### src/rtl/cdb_arbiter_pkg.sv
// Shared CDB types, default sizing and small helpers for the CDB arbiter slice.
// XLEN defaults to 32 unless the build predefines it.
`ifndef XLEN
`define XLEN 32
`endif

package cdb_arbiter_pkg;

  localparam int XLEN_W    = `XLEN;
  localparam int NUM_FU    = 4;
  localparam int ROB_TAG_W = 5;
  localparam int CNT_W     = 16;

  localparam logic [CNT_W-1:0] GRANT_CNT_MAX = {CNT_W{1'b1}};

  typedef struct packed {
    logic                 valid;
    logic [ROB_TAG_W-1:0] rob_tag;
    logic [XLEN_W-1:0]    v;
    logic                 take_branch;
    logic [XLEN_W-1:0]    branch_loc;
  } CDB_PACKET;

  // Perf counters stick at all-ones rather than wrapping.
  function automatic logic [CNT_W-1:0] sat_inc(input logic [CNT_W-1:0] cnt);
    return (cnt == GRANT_CNT_MAX) ? cnt : cnt + 1'b1;
  endfunction

endpackage

### src/rtl/cdb_arbiter_rr.sv
// Combinational round-robin pick: first set req bit at or after ptr, wrapping modulo N.
// Zero latency; no backpressure, the caller decides whether the grant is consumed.
module rr_arbiter
  import cdb_arbiter_pkg::*;
#(
  parameter int N     = 4,
  parameter int PTR_W = (N > 1) ? $clog2(N) : 1
) (
  input  logic [N-1:0]     i_req,
  input  logic [PTR_W-1:0] i_ptr,
  output logic [N-1:0]     o_gnt,
  output logic [PTR_W-1:0] o_gnt_idx,
  output logic             o_gnt_vld
);

  logic [PTR_W-1:0] w_idx;

  function automatic logic [PTR_W-1:0] wrap(input int unsigned a);
    int unsigned r;
    r = (a >= N) ? a - N : a;
    return r[PTR_W-1:0];
  endfunction

  always_comb begin
    o_gnt     = '0;
    o_gnt_idx = '0;
    o_gnt_vld = 1'b0;
    w_idx     = '0;
    for (int k = 0; k < N; k++) begin
      w_idx = wrap(int'(i_ptr) + k);
      if (!o_gnt_vld && i_req[w_idx]) begin
        o_gnt[w_idx] = 1'b1;
        o_gnt_idx    = w_idx;
        o_gnt_vld    = 1'b1;
      end
    end
  end

endmodule

### src/rtl/cdb_arbiter.sv
// Round-robin CDB arbiter: combinational one-hot ack, registered broadcast one cycle later; squash flushes all held FUs.
// CDB_BRANCH_PRIORITY_EN: taken-branch results form a high-priority class arbitrated ahead of the rest.
module cdb_arbiter
  import cdb_arbiter_pkg::*;
#(
  parameter int NUM_FU = cdb_arbiter_pkg::NUM_FU,
  parameter int TAG_W  = ROB_TAG_W
) (
  input  logic                     i_clock,
  input  logic                     i_reset,
  input  logic                     i_squash,
  input  logic [NUM_FU-1:0]        i_fu_done,
  input  logic [NUM_FU*TAG_W-1:0]  i_fu_rob_tag,
  input  logic [NUM_FU*XLEN_W-1:0] i_fu_value,
  input  logic [NUM_FU-1:0]        i_fu_take_branch,
  input  logic [NUM_FU*XLEN_W-1:0] i_fu_branch_loc,
  output logic [NUM_FU-1:0]        o_fu_ack,
  output logic                     o_cdb_valid,
  output logic [TAG_W-1:0]         o_cdb_rob_tag,
  output logic [XLEN_W-1:0]        o_cdb_value,
  output logic                     o_cdb_take_branch,
  output logic [XLEN_W-1:0]        o_cdb_branch_loc,
  output logic [CNT_W-1:0]         o_grant_count
);

  localparam int PTR_W = $clog2(NUM_FU);

  logic [PTR_W-1:0]  r_rr_ptr;
  CDB_PACKET         r_pkt;
  logic [CNT_W-1:0]  r_grant_count;

  logic [NUM_FU-1:0] w_norm_gnt;
  logic [PTR_W-1:0]  w_norm_idx;
  logic              w_norm_vld;
  logic [NUM_FU-1:0] w_gnt;
  logic [PTR_W-1:0]  w_win_idx;
  logic              w_gnt_vld;
  logic              w_grant;
  logic [PTR_W-1:0]  w_ptr_next;
  CDB_PACKET         w_pkt_next;

  rr_arbiter #(
    .N     (NUM_FU),
    .PTR_W (PTR_W)
  ) u_rr_norm (
    .i_req     (i_fu_done),
    .i_ptr     (r_rr_ptr),
    .o_gnt     (w_norm_gnt),
    .o_gnt_idx (w_norm_idx),
    .o_gnt_vld (w_norm_vld)
  );

`ifdef CDB_BRANCH_PRIORITY_EN
  logic [NUM_FU-1:0] w_hp_req;
  logic [NUM_FU-1:0] w_hp_gnt;
  logic [PTR_W-1:0]  w_hp_idx;
  logic              w_hp_vld;

  assign w_hp_req = i_fu_done & i_fu_take_branch;

  rr_arbiter #(
    .N     (NUM_FU),
    .PTR_W (PTR_W)
  ) u_rr_hp (
    .i_req     (w_hp_req),
    .i_ptr     (r_rr_ptr),
    .o_gnt     (w_hp_gnt),
    .o_gnt_idx (w_hp_idx),
    .o_gnt_vld (w_hp_vld)
  );

  // Both classes share one pointer, so the class switch never disturbs rotation.
  always_comb begin
    w_gnt     = w_norm_gnt;
    w_win_idx = w_norm_idx;
    w_gnt_vld = w_norm_vld;
    if (w_hp_vld) begin
      w_gnt     = w_hp_gnt;
      w_win_idx = w_hp_idx;
      w_gnt_vld = 1'b1;
    end
  end
`else
  assign w_gnt     = w_norm_gnt;
  assign w_win_idx = w_norm_idx;
  assign w_gnt_vld = w_norm_vld;
`endif

  // Under squash every held result is acked and dropped so the FUs drain in one edge.
  always_comb begin
    o_fu_ack = '0;
    if (i_reset) begin
      o_fu_ack = '0;
    end else if (i_squash) begin
      o_fu_ack = i_fu_done;
    end else begin
      o_fu_ack = w_gnt;
    end
  end

  assign w_grant    = w_gnt_vld && !i_squash;
  assign w_ptr_next = (int'(w_win_idx) == NUM_FU - 1) ? '0 : w_win_idx + 1'b1;

  always_comb begin
    w_pkt_next             = '0;
    w_pkt_next.valid       = 1'b1;
    w_pkt_next.rob_tag     = i_fu_rob_tag[int'(w_win_idx)*TAG_W +: TAG_W];
    w_pkt_next.v           = i_fu_value[int'(w_win_idx)*XLEN_W +: XLEN_W];
    w_pkt_next.take_branch = i_fu_take_branch[w_win_idx];
    w_pkt_next.branch_loc  = i_fu_branch_loc[int'(w_win_idx)*XLEN_W +: XLEN_W];
  end

  always_ff @(posedge i_clock or posedge i_reset) begin
    if (i_reset) begin
      r_pkt         <= '0;
      r_rr_ptr      <= '0;
      r_grant_count <= '0;
    end else begin
      r_pkt.valid <= 1'b0;
      if (w_grant) begin
        r_pkt         <= w_pkt_next;
        r_rr_ptr      <= w_ptr_next;
        r_grant_count <= sat_inc(r_grant_count);
      end
    end
  end

  assign o_cdb_valid       = r_pkt.valid;
  assign o_cdb_rob_tag     = r_pkt.rob_tag;
  assign o_cdb_value       = r_pkt.v;
  assign o_cdb_take_branch = r_pkt.take_branch;
  assign o_cdb_branch_loc  = r_pkt.branch_loc;
  assign o_grant_count     = r_grant_count;

endmodule

### config.mk
export PLATFORM = sky130hd
export DESIGN_NAME = cdb_arbiter
export DESIGN_NICKNAME = d
export VERILOG_FILES = /design/src/rtl/cdb_arbiter_pkg.sv /design/src/rtl/cdb_arbiter_rr.sv /design/src/rtl/cdb_arbiter.sv
export SDC_FILE = /design/constraint.sdc
export NUM_CORES = 1
export LEC_CHECK = 0
export ABC_CLOCK_PERIOD_IN_PS = 2900
export BUFFER_PORTS_ARGS = -buffer_cell sky130_fd_sc_hd__buf_2
export CORE_AREA = 5 5 144 146
export DETAILED_ROUTE_END_ITERATION = 16
export DIE_AREA = 0 0 149 151
export PLACE_DENSITY = 0.61
export SETUP_SLACK_MARGIN = 0.5
export SYNTH_ARGS = -nofsm -noshare
export SYNTH_HDL_FRONTEND = slang
export SYNTH_HIERARCHICAL = 1
export SYNTH_SLANG_ARGS = --single-unit
export TNS_END_PERCENT = 20
### constraint.sdc
create_clock -name i_clock -period 2.9 [get_ports i_clock]
set_input_delay 0 -clock i_clock [delete_from_list [all_inputs] [get_ports i_clock]]
set_output_delay 0 -clock i_clock [all_outputs]
set_load 0.005 [all_outputs]
==> results_dict.tcl <==
set metrics [dict create \
    status "completed" \
    area_growth_pct 52.9 \
    maxCapViolCount 0 \
    nets 1213 \
    p_leak_nw 4.49 \
    num_rows 51 \
    finalClockSkew_ns 0.00742 \
    clock.fmax_mhz 362 \
    ys_async_sr_fraction_pct 100 \
    crit_path_end_kind "flop" \
    cts_tree "done" \
    drt_iter0_drc 189 \
    worstSetupPathType "flop to flop" \
    max_slew.worst_pin.slew_ns 0.562 \
    critical_path.max_stage_delay_ns 0.50 \
    critPathMaxFanout 8 \
    slew_viol_final 0 \
    finalCriticalPeriod_ns 2.76 \
    cp_cell_sequence "inv_4 > ha_4 > mux4_2 > and2b_2 > o21ai_2 > o31ai_4 > buf_6 > buf_12 > buf_16 > mux4_2 > nand2_1 > nand2_1" \
    placedCellCount 1158 \
    yosysTopAreaCell "dfrtp_1" \
    drc 0 \
    post-dp-hpwl_um 17100 \
    die_area_um2 22500 \
    cts_buffer_depth 2 \
    initial_core_util_pct 29.6 \
    setup_viol_count_final 0 \
    hold_class "primary input to flop" \
    power_density_nw_per_um2 1240 \
    die_h_um 151 \
    grt_max_degree 49 \
    htree_levels 3 \
    synthesis.area_um2 5700 \
    fin_ws_ns 0.136 \
    drt_first_pass_iters 5 \
    core_um2 19300 \
    yosys_most_used_dff "dfrtp_1" \
    yosysUniqueCellTypes 46 \
    fp.dieW_um 149 \
    grt-ovfl-total 0 \
    slowest_stage "mux4_2" \
    rsz0062_at_grt "true" \
    synthesis.instances 523 \
    synthTopCellsByArea "dfrtp_1 (39%), mux4_2 (28%), nand2_1 (14%)" \
    yosysSeqAreaShare_pct 39.1 \
    ir_drop_mv 0.752 \
    dpl_worst_slack_ns 0.0308 \
    synth_fp_nets 817 \
    vias 5691 \
    cp_top_family "multiplexers" \
    hold_viol 0 \
    io_buffers 377 \
    wire_per_inst_um 18.4 \
    cts.clk_slew.worst_paths_ns 0.07 \
    antenna_left 0 \
    track_usage_pct 18.7 \
    yosysWarnings 6 \
    synth-seq-cells 89 \
    required_ns 3.13 \
    synth_edf_count 0 \
    antenna_found_initial 4 \
    worstSetupStartpointType "flop" \
    yosysTopAreaCellShare_pct 39.1 \
    clock-root-buffer "clkbuf_16" \
    wirelength_um 21900 \
    clock_sinks 89 \
    top_level_ports 378 \
    place.gp.congestion 0.832 \
    grt_pass1_vias 5903 \
    cp_num_buf_inv 4 \
    clk_latency_ns 0.34 \
    fin_crit_sh_pct 95.3 \
    fin_cells 1189 \
    relSlewSlack_pct 62.5 \
    syn_avg_cell_area_um2 10.9 \
    layout-drive-gt1-share_pct 58.3 \
    cp.arrival_ns 3.00 \
    final_core_util_pct 45.2 \
    drt-vias-per-instance 4.79 \
    numCtsBuffers 9 \
    grt_first_pass_wirelength_um 32400 \
]
per-stage QoR:
stage          cell area [um2]  hold WS (ns)  setup TNS (ns)  power [mW]
2_1_floorplan             5790        0.0311               0        6.66
3_3_place_gp              8070         0.120               0        8.50
3_5_place_dp              8070         0.124               0        8.57
4_1_cts                   8660        0.0343               0        10.8
5_1_grt                   8710        0.0491        -0.00561        11.6
6_report                  8710        0.0558               0        10.8
metal layers:
| layer | track usage, % | vias up | routed length (um) |
|---|---|---|---|
| li1 | - | 2667 | - |
| met1 | 22.8 | 2722 | 8350 |
| met2 | 32.8 | 268 | 11300 |
| met3 | 4.76 | 28 | 1860 |
| met4 | 5.95 | 6 | 369 |
| met5 | 0 | - | 37 |
cell usage in the layout, fill, tap and decap left out, drive strengths merged, types with 7 or more instances in the layout:
cell,synthesis,routed
buf,23,419
a22oi,8,8
mux4,74,74
dfrtp,89,89
nand2,219,219
ha,7,7
inv,7,7
clkbuf,13,10
nor2,11,11
final timing paths:
path                                       from              endpoint  slack (ns)  depth (start not counted)
setup reg to reg                    r_rr_ptr[0]  o_cdb_branch_loc[26]        0.14                         12
hold / removal             i_fu_branch_loc[121]  o_cdb_branch_loc[25]        0.06                          4
setup / recovery                    r_rr_ptr[0]  o_cdb_branch_loc[26]        0.14                         12
hold reg to reg            o_cdb_branch_loc[29]  o_cdb_branch_loc[29]        0.47                          2
min in group asynchronous               i_reset       o_cdb_value[12]        0.31                          3
max in group asynchronous               i_reset  o_cdb_branch_loc[21]        1.92                          4
tightest hold or removal path: cells and delay by family:
| kind | cells | cell delay [ns] |
|---|---|---|
| mux | 1 | 0.21 |
| simple gates | 2 | 0.08 |
| buf+inv | 1 | 0.07 |
cell usage after synthesis, drive strengths merged (4+ instances only):
master and instances:
nor3 4, ha 7, xnor2 4, nand4 6, mux2 4, mux4 74
a22oi 8, nand3 4, a21oi 5, clkbuf 13, nor2 11, dfrtp 89
o21ai 6, buf 23, nand2 219, inv 7, mux2i 6, nor4 4
xor2 5
power by group:
| part | internal (mW) | leakage (nW) | switching (mW) |
|---|---|---|---|
| combinational | 4.05 | 3.23 | 3.16 |
| clock | 0.861 | 0.169 | 0.485 |
| sequential | 1.83 | 1.09 | 0.384 |
cell families (layout without fill, tap and decap cells):
family                   count (synthesis)  in the layout  synth area share [%]
AND/OR/NAND/NOR                        263            263                  19.9
flip-flops                              89             89                  39.1
multiplexers                            84             84                  31.2
buffers and inverters                   43            443                  3.49
AO/OA/AOI/OAI                           28             28                  3.36
XOR/XNOR                                 9              9                  1.38
adder cells (fa/ha/maj)                  7              7                  1.54
other                                    0              1                     0
state kept, by name, summed over array words and instances (netlist names):
signal / flops
o_cdb_rob_tag: 5
o_cdb_take_branch: 1
o_cdb_value: 32
r_rr_ptr: 2
o_grant_count: 16
o_cdb_valid: 1
o_cdb_branch_loc: 32
repair_timing:
action,4_1_cts,5_1_grt
gates cloned,3,0
hold endpoints to repair,41,0
gates resized for setup,28,11
pin swaps,2,1
setup buffers,8,3
hold buffers,1,0
endpoints found under the setup margin,87,87
layout make-up:
type                            instances  area (um2)
Fill cell                            1880       10600
Multi-Input combinational cell        391        3330
Timing Repair Buffer                  421        2450
Sequential cell                        89        2230
Tap cell                              265         332
Clock buffer                           10         239
Clock inverter                          5         104
Inverter                                7        31.3
Antenna cell                            1        2.50
(Power assumes the default switching activity.)
